**config.mk**
```make
export PLATFORM = sky130hd
export DESIGN_NAME = serial_subtractor
export DESIGN_NICKNAME = d
export VERILOG_FILES = /design/src/rtl/serial_subtractor_pkg.sv /design/src/rtl/full_subtractor_using_half_subtractors.sv /design/src/rtl/serial_subtractor.sv
export SDC_FILE = /design/constraint.sdc
export NUM_CORES = 1
export LEC_CHECK = 0
export ABC_AREA = 1
export BUFFER_PORTS_ARGS = -buffer_cell sky130_fd_sc_hd__buf_2
export CAP_MARGIN = 30
export CORE_MARGIN = 2
export CORE_UTILIZATION = 52
export DETAILED_ROUTE_END_ITERATION = 8
export HOLD_SLACK_MARGIN = 0.02
export PLACE_DENSITY = 0.79
export SLEW_MARGIN = 20
export SYNTH_ARGS = -nofsm -noshare
export SYNTH_HDL_FRONTEND = slang
export SYNTH_SLANG_ARGS = --single-unit
```
**constraint.sdc**
```tcl
create_clock -name clk -period 1.5 [get_ports clk]
set_input_delay 0 -clock clk [delete_from_list [all_inputs] [get_ports clk]]
set_output_delay 0 -clock clk [all_outputs]
set_load 0.005 [all_outputs]
```
**src/rtl/serial_subtractor_pkg.sv**
```systemverilog
// Shared definitions for the bit-serial subtractor: FSM state encoding and
// the default operand width.
// No ports; imported by serial_subtractor.
package serial_subtractor_pkg;

   localparam int DEFAULT_WIDTH = 8;

   typedef logic [1:0] state_t;

   localparam state_t ST_IDLE  = 2'd0;   // waiting for operands
   localparam state_t ST_SHIFT = 2'd1;   // one bit per clock through the cell
   localparam state_t ST_DONE  = 2'd2;   // result held until consumer takes it

endpackage

```
**src/rtl/full_subtractor_using_half_subtractors.sv**
```systemverilog
// Single-bit full subtractor built from two half-subtractor stages.
// Ports: A (minuend bit), B (subtrahend bit), Bin (borrow-in),
//        difference = A - B - Bin (mod 2), borrow_out = borrow of that bit.
module full_subtractor_using_half_subtractors (
   input  logic A,
   input  logic B,
   input  logic Bin,
   output logic difference,
   output logic borrow_out
);

   logic w_hs1_diff;
   logic w_hs1_borrow;
   logic w_hs2_borrow;

   // First half subtractor: A - B
   assign w_hs1_diff   = A ^ B;
   assign w_hs1_borrow = ~A & B;

   // Second half subtractor: (A - B) - Bin
   assign difference   = w_hs1_diff ^ Bin;
   assign w_hs2_borrow = ~w_hs1_diff & Bin;

   // At most one stage can borrow, so OR merges them
   assign borrow_out   = w_hs1_borrow | w_hs2_borrow;

endmodule

```
**src/rtl/serial_subtractor.sv**
```systemverilog
// Bit-serial WIDTH-bit subtractor: a - b - bin, LSB first through one cell.
// Ports: clk/rst (sync, active-high); in_valid/in_ready + a, b, bin operand
//        handshake; out_valid/out_ready + diff, borrow_out, overflow result.
module serial_subtractor
   import serial_subtractor_pkg::*;
#(
   parameter int WIDTH = DEFAULT_WIDTH
) (
   input  logic             clk,
   input  logic             rst,
   input  logic             in_valid,
   output logic             in_ready,
   input  logic [WIDTH-1:0] a,
   input  logic [WIDTH-1:0] b,
   input  logic             bin,
   output logic             out_valid,
   input  logic             out_ready,
   output logic [WIDTH-1:0] diff,
   output logic             borrow_out,
   output logic             overflow
);

   localparam int               CW   = $clog2(WIDTH + 1);
   localparam logic [CW-1:0]    LAST = CW'(WIDTH - 1);

   state_t            r_state;
   logic [WIDTH-1:0]  r_shift_a;
   logic [WIDTH-1:0]  r_shift_b;
   logic [WIDTH-1:0]  r_diff;
   logic              r_borrow;
   logic [CW-1:0]     r_cnt;
   logic              r_a_msb;
   logic              r_b_msb;

   logic              w_cell_diff;
   logic              w_cell_borrow;

   full_subtractor_using_half_subtractors u_cell (
      .A          (r_shift_a[0]),
      .B          (r_shift_b[0]),
      .Bin        (r_borrow),
      .difference (w_cell_diff),
      .borrow_out (w_cell_borrow)
   );

   always_ff @(posedge clk) begin
      if (rst) begin
         r_state   <= ST_IDLE;
         r_shift_a <= '0;
         r_shift_b <= '0;
         r_diff    <= '0;
         r_borrow  <= 1'b0;
         r_cnt     <= '0;
         r_a_msb   <= 1'b0;
         r_b_msb   <= 1'b0;
      end else begin
         case (r_state)
            ST_IDLE: begin
               if (in_valid) begin
                  r_shift_a <= a;
                  r_shift_b <= b;
                  r_borrow  <= bin;
                  r_diff    <= '0;
                  r_cnt     <= '0;
                  // Sign bits are consumed by the shifter, keep them for overflow
                  r_a_msb   <= a[WIDTH-1];
                  r_b_msb   <= b[WIDTH-1];
                  r_state   <= ST_SHIFT;
               end
            end
            ST_SHIFT: begin
               // Difference bits enter at the MSB so after WIDTH shifts bit 0
               // sits at the LSB.
               r_diff    <= {w_cell_diff, r_diff[WIDTH-1:1]};
               r_borrow  <= w_cell_borrow;
               r_shift_a <= {1'b0, r_shift_a[WIDTH-1:1]};
               r_shift_b <= {1'b0, r_shift_b[WIDTH-1:1]};
               r_cnt     <= r_cnt + CW'(1);
               if (r_cnt == LAST) begin
                  r_state <= ST_DONE;
               end
            end
            ST_DONE: begin
               if (out_ready) begin
                  r_state <= ST_IDLE;
               end
            end
            default: r_state <= ST_IDLE;
         endcase
      end
   end

   assign in_ready   = (r_state == ST_IDLE);
   assign out_valid  = (r_state == ST_DONE);
   assign diff       = r_diff;
   assign borrow_out = r_borrow;
   // Operands of differing sign whose result sign differs from the minuend
   assign overflow   = (r_a_msb ^ r_b_msb) & (r_diff[WIDTH-1] ^ r_a_msb);

endmodule

```
# Word-level counts from Yosys, hierarchy flattened
# Cells that the tools add are included.
dict set report word_totals {
  register_bits 33
  in_bits 21
  out_inout_bits 12
  word_cells 44
}
dict set report classes {
  add_sub_neg 1
  eq_ne 6
  muxes 14
  bitwise_logic 10
  n_reduce_logical 5
}
# operator n
set ops {}
lappend ops {{8-bit one-hot mux with 2 select lines} 3}
lappend ops {{8-bit two-way mux} 3}
lappend ops {{4-bit one-hot mux with 2 select lines} 1}
lappend ops {{2-bit two-way mux} 3}
lappend ops {{2-bit one-hot mux with 3 select lines} 1}
lappend ops {{4-bit by 1-bit adder with 4-bit output, second input constant} 1}
lappend ops {{4-bit by 3-bit == test with 1-bit output, second input constant} 1}
lappend ops {{4-bit two-way mux} 1}
lappend ops {{2-bit inequality test, second input constant} 2}
lappend ops {{2-bit AND reduction} 2}
lappend ops {{1-bit bitwise XOR} 4}
lappend ops {{1-bit AND} 3}
lappend ops {{3-bit AND reduction} 1}
lappend ops {{2-bit by 1-bit == test with 1-bit output, second input constant} 1}
lappend ops {{2-bit == test, second input constant} 1}
lappend ops {{2-bit zero test} 1}
lappend ops {{2-bit by 1-bit inequality test with 1-bit output, second input constant} 1}
lappend ops {{1-bit NOT} 2}
lappend ops {{1-bit one-hot mux with 2 select lines} 1}
lappend ops {{2-bit nonzero test} 1}
lappend ops {{1-bit two-way mux} 1}
lappend ops {{1-bit bitwise OR} 1}

# Logic depth before layout (Yosys ltp)
# Gate-level depths: netlist of the first run.
dict set report depth {
  depth_word 5
  ltp_mapped 7
}

# Modules after synthesis
# From an unflattened synthesis of the first run, not the netlist that was laid out.
dict set report unflattened {
  hier_cells 198
  hier_area_um2 1437.6
}
# mod instances cells_per_inst area_each_um2 seq_area_each_um2
set modules_own_cells {}
lappend modules_own_cells {serial_subtractor 1 194 1406.3 660.6}
lappend modules_own_cells {full_subtractor_using_half_subtractors 1 4 31.3 0.0}

# Worst setup path after synthesis of the first run
# OpenSTA, ideal clock, no wires.
dict set report synth_timing {
  path_type {register to register}
  from {reg r_state[1]}
  to {reg r_borrow, in the netlist borrow_out}
  t_arrival_ns 1.061
  required_time_ns 1.384
  slack_ns 0.323
  path_stages_with_launch 8
  n_path_buf 1
  cell_sequence {dfxtp_1 nor2_2 nand2_2 nand2_4 inv_6 buf_6 nor2_1 nor2_1}
}
dict set report synth_between {
  elab_chain_len 3
  word_cells_on_any_way 6
}
# element line
set synth_lines {}
lappend synth_lines {{start, declared} serial_subtractor.sv:26} ;# state_t r_state;
lappend synth_lines {{start signal, assigned} serial_subtractor.sv:48} ;# r_state <= ST_IDLE;
lappend synth_lines {{start signal, assigned} serial_subtractor.sv:68} ;# r_state <= ST_SHIFT;
lappend synth_lines {{start signal, assigned} serial_subtractor.sv:80} ;# r_state <= ST_DONE;
lappend synth_lines {{2-bit zero test *} --}
lappend synth_lines {{net in_ready} serial_subtractor.sv:12} ;# output logic in_ready,
lappend synth_lines {{2-bit inequality test (no line) or 2-bit nonzero test (tied branches)} --}
lappend synth_lines {{2-bit AND reduction (no line)} --}
lappend synth_lines {{end signal, assigned} serial_subtractor.sv:62} ;# r_borrow <= bin;
lappend synth_lines {{end signal, assigned} serial_subtractor.sv:75} ;# r_borrow <= w_cell_borrow;
lappend synth_lines {{end, declared} serial_subtractor.sv:30} ;# logic r_borrow;
# Mark *: on every way through the listed nets, which the timed path passes. The rest lies on a longest branch.
# A chain may end at the register's enable or synchronous reset.

# Worst setup path in the final report of the first run
dict set report layout_timing {
  from {reg r_state[1]}
  to {reg r_shift_b[0]}
}
dict set report layout_between {
  elab_chain_len 3
  word_cells_on_any_way 6
}
# element line
set layout_lines {}
lappend layout_lines {{2-bit by 1-bit == test with 1-bit output or 2-bit zero test (tied branches)} serial_subtractor.sv:57} ;# case (r_state)
lappend layout_lines {{2-bit nonzero test (no line) or 2-bit inequality test (tied branches)} --}
lappend layout_lines {{2-bit AND reduction (no line)} --}
lappend layout_lines {{end signal, assigned} serial_subtractor.sv:77} ;# r_shift_b <= {1'b0, r_shift_b[WIDTH-1:1]};
lappend layout_lines {{end, declared} serial_subtractor.sv:28} ;# logic [WIDTH-1:0] r_shift_b;
# Several ways; a longest one is shown, not always the timed one.

==> impl_metrics.env, run 1 <==
export IMPL_status="finished clean"
export IMPL_internal_power_uw=1300
export IMPL_cp_data_required_time_ps=1730
export IMPL_max_slew_margin_pct=71.21
export IMPL_crit_path_top_delay_cell="dfxtp_1"
export IMPL_p_per_area_nw_per_um2=956.6
export IMPL_firstDrtPassIters=4
export IMPL_totalWireLength_um=3046
export IMPL_clock_power_share_pct=28.1
export IMPL_cts_reportedPaths_clkPinSlew_ps=100
export IMPL_cts_resized=0
export IMPL_fin_tns_setup_ps=0
export IMPL_die_area_um2=3302
export IMPL_path_cells="nor2_2, nand2_2, nand2_4, inv_6, nor2_1, nor2_1"
export IMPL_nNetsFinal=283
export IMPL_switching_share_pct=28.08
export IMPL_avgRoutedWirePerCell_um=10.47
export IMPL_pwr_share_seq_pct=53.8
export IMPL_slew_violations=0
export IMPL_syn_inst=210
export IMPL_crit_family="simple AND/OR/NAND/NOR gates"
export IMPL_grt_pass1_wl_um=5237
export IMPL_final_setup_viol_count=0
export IMPL_grt_max_degree=28
export IMPL_synthesis_area_um2=1486
export IMPL_postCtsSetupBuffers=0
export IMPL_comb_power_share_pct=18.1
export IMPL_drc_errors=0
export IMPL_antennaDiodeCount=0
export IMPL_syn_nets=233
export IMPL_cts_root_buf="clkbuf_4"
export IMPL_cts_max_path_buffers=2
export IMPL_irDropWorstVdd_uv=708.7
export IMPL_pre_cts_slack_ps=229.2
export IMPL_drive_above_1_share_pct=22.69
export IMPL_avgSynthCellArea_um2=7.078
export IMPL_vias=1424
export IMPL_max_cap_violations=0
export IMPL_core_area_um2=2734
export IMPL_leakagePower_uw=0.0008815
export IMPL_period_share_pct=86.79
export IMPL_gp_congestion=0.8202
export IMPL_worstPathMaxFanout=27
export IMPL_crit_type="flip-flop to flip-flop"
export IMPL_die_x_um=57.47
export IMPL_ant_nets=0
export IMPL_cts_inserted_buffers=5
export IMPL_final_cells=291
export IMPL_p_switching_uw=507.5
export IMPL_ys_flop_type="dfxtp_1"
export IMPL_num_rows=19
export IMPL_clock_sinks=33
export IMPL_finClkSkew_ps=2.930
export IMPL_tritoncts="built"
export IMPL_critPathBufInv=1
export IMPL_cpPeakStageDelay_ps=370
export IMPL_initial_utilization_pct=54.37
export IMPL_clk_latency_ps=330
export IMPL_drt_iter0_drc=50
export IMPL_yosysSeqAreaShare_pct=44.44
export IMPL_grt_overflow=0
export IMPL_holdCritPathClass="input port to flip-flop"
export IMPL_final_core_util_pct=69.11
export IMPL_grt_usage_pct=20.48
export IMPL_num_io_pins=33
export IMPL_areaGrowthSynthToFinish_pct=27.10
export IMPL_end_kind="flip-flop"
export IMPL_die_h_um=57.47
export IMPL_cts_htree_levels=2
export IMPL_yosys_warnings=0
export IMPL_rsz0062_at_grt="no"
export IMPL_antenna_found_initial=0
export IMPL_worstSetupStartpointType="flip-flop"
export IMPL_portBuffers=32
export IMPL_async_reset_ff_share_pct=0
export IMPL_via_per_inst=4.893
export IMPL_grt_pass1_vias=1282
export IMPL_tightestPinTransition_ps=431.3
export IMPL_synth_edf_count=0
export IMPL_final_hold_viol_count=0
export IMPL_crit_arrival_ps=1530
export IMPL_period_minus_slack_ps=1302
export IMPL_yosysUniqueCellTypes=24
export IMPL_placed_cells=267
export IMPL_crit_top_cell="nor2_1"
export IMPL_setup_slack_ps=198.1
export IMPL_dpl_hpwl_um=1940
export IMPL_ys_seq_elements=33
export IMPL_fmax_mhz=768.1
export IMPL_layout_common_cells="70 x nand2_1, 35 x nor2_1, 33 x dfxtp_1, 32 x buf_2, 18 x o21ai_0"
export IMPL_final_common_cell="nand2_1"
## logic make-up (layout without fill, tap and decap cells)
logic type | Yosys count | after routing | synth area share (%)
AOI/OAI and AO/OA | 38 | 38 | 14.14
adders and majority gates | 2 | 2 | 2.188
buffers and inverters | 19 | 69 | 6.650
DFF | 33 | 33 | 44.44
and+or+nand+nor | 118 | 118 | 32.58
## state kept, by name (all words and copies together) (netlist names)
name,count
r_a_msb,1
r_shift_b,8
r_cnt,4
diff,8
r_b_msb,1
borrow_out,1
r_state,2
r_shift_a,8
## layer usage
layer	vias up	track usage, %	wire (µm)
met5	-	0	0
met4	0	7.973	48
met3	5	5.442	152
met2	27	34.58	1435
met1	632	24.75	1411
li1	760	-	-
## synthesized netlist by cell type (2+ instances only)
cell      instances  area share [%]
buf_6             2             1.5
clkbuf_1          3            0.76
inv_1             7             1.8
dfxtp_1          33              44
nand2_1          70              18
inv_2             2            0.51
nand2_2           7             2.9
nor2_1           35             8.8
buf_2             3             1.0
o21ai_0          18             6.1
a21oi_2           5             2.9
a21oi_1          11             3.7
o21ai_1           3             1.0
## final timing paths
check,start,to,slack [ps],depth (start not counted)
hold reg to reg,diff[0],diff[0],470,2
hold / removal,rst,diff[4],50,2
setup reg to reg,r_state[1],r_shift_b[0],200,6
setup / recovery,r_state[1],r_shift_b[0],200,6
## power groups by stage
stage	combinational [µW]	sequential [µW]	clock (µW)
after CTS	330	972	515
final	328	972	508
after detailed placement	295	991	0
after global placement	290	991	0
after global routing	376	981	549
after floorplan	220	984	0
## cell type report
class                      instances  area, µm²
tap                               31      38.79
clock buffer                       7      55.05
sequential                        33      660.6
timing repair buffer              52      365.4
fill                             263      844.6
inverter                          10      42.54
multi-input combinational        158      726.9
## stage by stage
stage / total power, µW / area (µm²) / hold slack, ps
finish: 1807 / 1889 / 45.30
global placement: 1281 / 1664 / 283.3
detailed placement: 1286 / 1664 / 289.2
CTS: 1816 / 1889 / 39.06
global route: 1906 / 1889 / 50.84
floorplan: 1204 / 1486 / 164.8
## timing repair
action / 4_1_cts / 5_1_grt
endpoints found under the setup margin: 0 / 0
hold endpoints to repair: 19 / 0
hold buffers: 17 / 0
No activity file was read; power rests on OpenSTA's default activity.
==> run 2: changes to the inputs <==
==> constraint.sdc (replaced) <==
create_clock -name clk -period 1.5 [get_ports clk]
set_input_delay 0.375 -clock clk [delete_from_list [all_inputs] [get_ports clk]]
set_output_delay 0.375 -clock clk [all_outputs]
set_load 0.005 [all_outputs]
==> impl_metrics.env, run 2 (same netlist as run 1, synthesis figures left out) <==
export IMPL_status="finished clean"
export IMPL_busiest_layer="met2"
export IMPL_worstSetupStartpointType="flip-flop"
export IMPL_drive_above_1_share_pct=24.69
export IMPL_ant_nets=0
export IMPL_num_rows=19
export IMPL_fin_tns_setup_ps=0
export IMPL_met3_usage_pct=7.029
export IMPL_pwr_share_seq_pct=55.4
export IMPL_internal_power_uw=1271
export IMPL_firstDrtPassIters=5
export IMPL_grt_max_degree=28
export IMPL_via_per_inst=4.993
export IMPL_die_area_um2=3302
export IMPL_final_setup_viol_count=0
export IMPL_cts_htree_levels=2
export IMPL_grt_pass1_wl_um=4933
export IMPL_avgRoutedWirePerCell_um=10.54
export IMPL_use_met1_pct=25.64
export IMPL_grt_overflow=0
export IMPL_drt_iter0_drc=38
export IMPL_crit_type="flip-flop to output port"
export IMPL_use_met2_pct=28.73
export IMPL_totalWireLength_um=2887
export IMPL_tritoncts="built"
export IMPL_fmax_mhz=695.5
export IMPL_initial_utilization_pct=54.37
export IMPL_tightestPinTransition_ps=408.8
export IMPL_max_cap_violations=0
export IMPL_portBuffers=32
export IMPL_antenna_found_initial=0
export IMPL_postCtsSetupBuffers=0
export IMPL_worstPathMaxFanout=3
export IMPL_areaGrowthSynthToFinish_pct=15.74
export IMPL_clock_sinks=33
export IMPL_cts_inserted_buffers=5
export IMPL_holdCritPathClass="input port to flip-flop"
export IMPL_die_h_um=57.47
export IMPL_period_minus_slack_ps=1438
export IMPL_comb_power_share_pct=16.6
export IMPL_clk_latency_ps=330
export IMPL_slew_violations=0
export IMPL_cts_max_path_buffers=2
export IMPL_cts_root_buf="clkbuf_4"
export IMPL_clock_power_share_pct=28.0
export IMPL_final_common_cell="nand2_1"
export IMPL_rsz0062_at_grt="no"
export IMPL_period_share_pct=95.86
export IMPL_r2r_slack_ps=190
export IMPL_num_io_pins=33
export IMPL_vias=1368
export IMPL_grt_pass1_vias=1176
export IMPL_switching_share_pct=27.58
export IMPL_holdBufCountCts=0
export IMPL_max_slew_margin_pct=72.72
export IMPL_cts_reportedPaths_clkPinSlew_ps=80
export IMPL_gp_congestion=0.7663
export IMPL_p_per_area_nw_per_um2=1020
export IMPL_dpl_hpwl_um=2020
export IMPL_nNetsFinal=266
export IMPL_irDropWorstVdd_uv=852.9
export IMPL_p_switching_uw=484.0
export IMPL_hold_ws_ps=316.7
export IMPL_core_area_um2=2734
export IMPL_cp_data_required_time_ps=1120
export IMPL_layout_common_cells="70 x nand2_1, 35 x nor2_1, 32 x dfxtp_1, 32 x buf_2, 17 x o21ai_0"
export IMPL_antennaDiodeCount=0
export IMPL_drc_errors=0
export IMPL_leakagePower_uw=0.0008106
export IMPL_crit_arrival_ps=1060
export IMPL_final_hold_viol_count=0
export IMPL_die_x_um=57.47
export IMPL_finClkSkew_ps=7.584
export IMPL_grt_usage_pct=19.41
export IMPL_end_kind="output port"
[run 2: worst max-delay path: stages, from the launching register on]
cell	delay [ps]
dfxtp_1	430
inv_2	70
nor2_1	120
buf_2	130
[run 2: power by group through the flow]
stage | clock network [µW] | logic (µW) | registers (µW)
2_1_floorplan | 0 | 220 | 984
4_1_cts | 508 | 298 | 972
6_report | 491 | 292 | 972
3_5_place_dp | 0 | 297 | 992
5_1_grt | 557 | 338 | 981
3_3_place_gp | 0 | 290 | 991
[run 2: area by class of cell]
| class | count | area, µm² |
|---|---|---|
| Clock buffer | 7 | 55.05 |
| Fill cell | 271 | 1013 |
| Inverter | 10 | 42.54 |
| Multi-Input combinational cell | 158 | 726.9 |
| Sequential cell | 33 | 661.9 |
| Tap cell | 31 | 38.79 |
| Timing Repair Buffer | 35 | 195.2 |
[run 2: timing repair]
action,in CTS,in global routing
setup endpoints to repair,0,1
hold endpoints to repair,0,0
gates resized for setup,0,2
[run 2: final timing paths]
kind / startpoint / end / cells after the start
max: r_state[1] / out_valid / 3
min: b[7] / r_b_msb / 3
max reg2reg: r_state[0] / r_shift_a[7] / 6
min reg2reg: r_shift_b[7] / r_shift_b[7] / 2
[run 2: routing by layer]
layer  vias up  part of all wire, %
li1        727                    -
met4         0                  2.2
met2        34                   44
met5         -                    0
met1       598                   48
met3         9                  5.8
[run 2: per-stage QoR]
stage / cell area, µm² / setup WS [ps] / total power (µW) / instances / utilization, %
2_1_floorplan: 1486 / 322.7 / 1204 / 210 / -
3_3_place_gp: 1664 / 223.8 / 1281 / 267 / 60.87
3_5_place_dp: 1664 / 197.9 / 1289 / 267 / 60.87
5_1_grt: 1720 / 1.710 / 1876 / 274 / 62.93
6_report: 1720 / 62.16 / 1755 / 274 / 62.93
4_1_cts: 1719 / 42.91 / 1778 / 274 / 62.88
==> run 3: changes to the inputs <==
CORE_UTILIZATION = 55   (was 52)
PLACE_DENSITY = 0.83   (was 0.79)
clock period = 1.85 ns   (was 1.5 ns; I/O delays follow)
==> impl_metrics.env, run 3 (same netlist as run 1, synthesis figures left out) <==
export IMPL_final_common_cell="nand2_1"
export IMPL_cts_reportedPaths_clkPinSlew_ps=90
export IMPL_reg2reg_depth=6
export IMPL_via_per_inst=4.927
export IMPL_postCtsSetupBuffers=0
export IMPL_p_per_area_nw_per_um2=908.3
export IMPL_core_area_um2=2522
export IMPL_die_area_um2=3134
export IMPL_tightestPinTransition_ps=421.2
export IMPL_switching_share_pct=25.88
export IMPL_r2r_slack_ps=570
export IMPL_period_share_pct=83.20
export IMPL_nNetsFinal=266
export IMPL_die_x_um=55.99
export IMPL_internal_power_uw=1168
export IMPL_worstReg2RegEnd="r_shift_a[7]"
export IMPL_firstDrtPassIters=4
export IMPL_grt_pass1_wl_um=5106
export IMPL_dpl_hpwl_um=1909
export IMPL_status="finished clean"
export IMPL_setup_slack_ps=310.7
export IMPL_avgRoutedWirePerCell_um=10.38
export IMPL_antenna_found_initial=0
export IMPL_fmax_mhz=649.7
export IMPL_pre_cts_slack_ps=498.2
export IMPL_antennaDiodeCount=0
export IMPL_die_h_um=55.99
export IMPL_rsz0062_at_grt="no"
export IMPL_crit_arrival_ps=1080
export IMPL_leakagePower_uw=0.0008206
export IMPL_finClkSkew_ps=4.359
export IMPL_cts_max_path_buffers=2
export IMPL_grt_pass1_vias=1272
export IMPL_p_switching_uw=408.0
export IMPL_irDropWorstVdd_uv=832.8
export IMPL_layout_common_cells="70 x nand2_1, 35 x nor2_1, 33 x dfxtp_1, 32 x buf_2, 18 x o21ai_0"
export IMPL_initial_utilization_pct=58.93
export IMPL_clk_latency_ps=330
export IMPL_slew_violations=0
export IMPL_cp_data_required_time_ps=1390
export IMPL_comb_power_share_pct=14.6
export IMPL_max_slew_margin_pct=71.89
export IMPL_areaGrowthSynthToFinish_pct=16.75
export IMPL_num_rows=18
export IMPL_crit_end="overflow"
export IMPL_max_cap_violations=0
export IMPL_crit_type="flip-flop to output port"
export IMPL_grt_max_degree=28
export IMPL_final_core_util_pct=68.80
export IMPL_grt_overflow=0
export IMPL_ant_nets=0
export IMPL_final_setup_viol_count=0
export IMPL_holdBufCountCts=0
export IMPL_worstPathMaxFanout=2
export IMPL_end_kind="output port"
export IMPL_portBuffers=32
export IMPL_holdCritPathClass="input port to flip-flop"
export IMPL_cts_resized=0
export IMPL_critical_path_startpoint="r_a_msb"
export IMPL_cts_inserted_buffers=5
export IMPL_drive_above_1_share_pct=24.59
export IMPL_grt_usage_pct=20.57
export IMPL_num_io_pins=33
export IMPL_clock_sinks=33
export IMPL_final_hold_viol_count=0
export IMPL_drc_errors=0
export IMPL_worstSetupStartpointType="flip-flop"
export IMPL_totalWireLength_um=2843
export IMPL_vias=1350
export IMPL_cts_htree_levels=2
export IMPL_clock_power_share_pct=35.4
export IMPL_gp_congestion=0.7527
export IMPL_drt_iter0_drc=34
export IMPL_r2r_start="r_state[1]"
export IMPL_fin_tns_setup_ps=0
export IMPL_period_minus_slack_ps=1539
export IMPL_tritoncts="built"
export IMPL_pwr_share_seq_pct=50.0
export IMPL_cts_root_buf="clkbuf_4"
-- run 3: cell types whose count changed in the layout (fill, tap and decap cells not counted), sizes merged --
cell,before,now
bufinv,0,1
-- run 3: power by group through the flow --
stage	Combinational [µW]	Clock [µW]	Sequential, µW
3_3_place_gp	227	0	802
4_1_cts	233	565	788
5_1_grt	271	590	794
2_1_floorplan	178	0	798
3_5_place_dp	231	0	803
6_report	231	558	788
-- run 3: cell type report --
cell class	instances	area [µm²]
Fill cell	236	787.0
Multi-Input combinational cell	158	726.9
Sequential cell	33	660.6
Timing Repair Buffer	35	182.7
Clock buffer	7	55.05
Inverter	10	42.54
Tap cell	30	37.54
Clock inverter	1	30.03
-- run 3: how the worst min path moves through the flow --
stage | startpoint | to | slack, ps | cells after the start
detailed placement | r_shift_b[7] | r_shift_b[7] | 460 | 2
floorplan | r_shift_a[7] | r_shift_a[7] | 440 | 2
global placement | diff[0] | diff[0] | 450 | 2
finish | b[7] | r_b_msb | 410 | 3
global route | a[7] | r_a_msb | 420 | 3
CTS | b[7] | r_b_msb | 390 | 3
-- run 3: metal layers --
layer  global-route usage (%)  vias up  wire length (µm)
met3                    5.581        8               162
li1                         -      726                 -
met1                    25.26      576              1350
met2                    32.61       40              1276
met4                    11.22        0                53
met5                        0        -                 0
-- run 3: per-stage QoR --
step	cell area (µm²)	power, µW	hold slack [ps]	cells
after floorplan	1486	976.2	439.1	210
after global placement	1650	1030	449.9	266
after detailed placement	1650	1034	457.0	266
after CTS	1735	1586	395.0	274
after global routing	1735	1655	417.7	274
final	1735	1576	413.7	274
-- run 3: worst max-delay path, cell delays in order, from the launching register on --
cell and delay (ps):
dfxtp_1 330, inv_1 70, nor2_1 40, o21ai_0 140, inv_1 50, buf_2 120
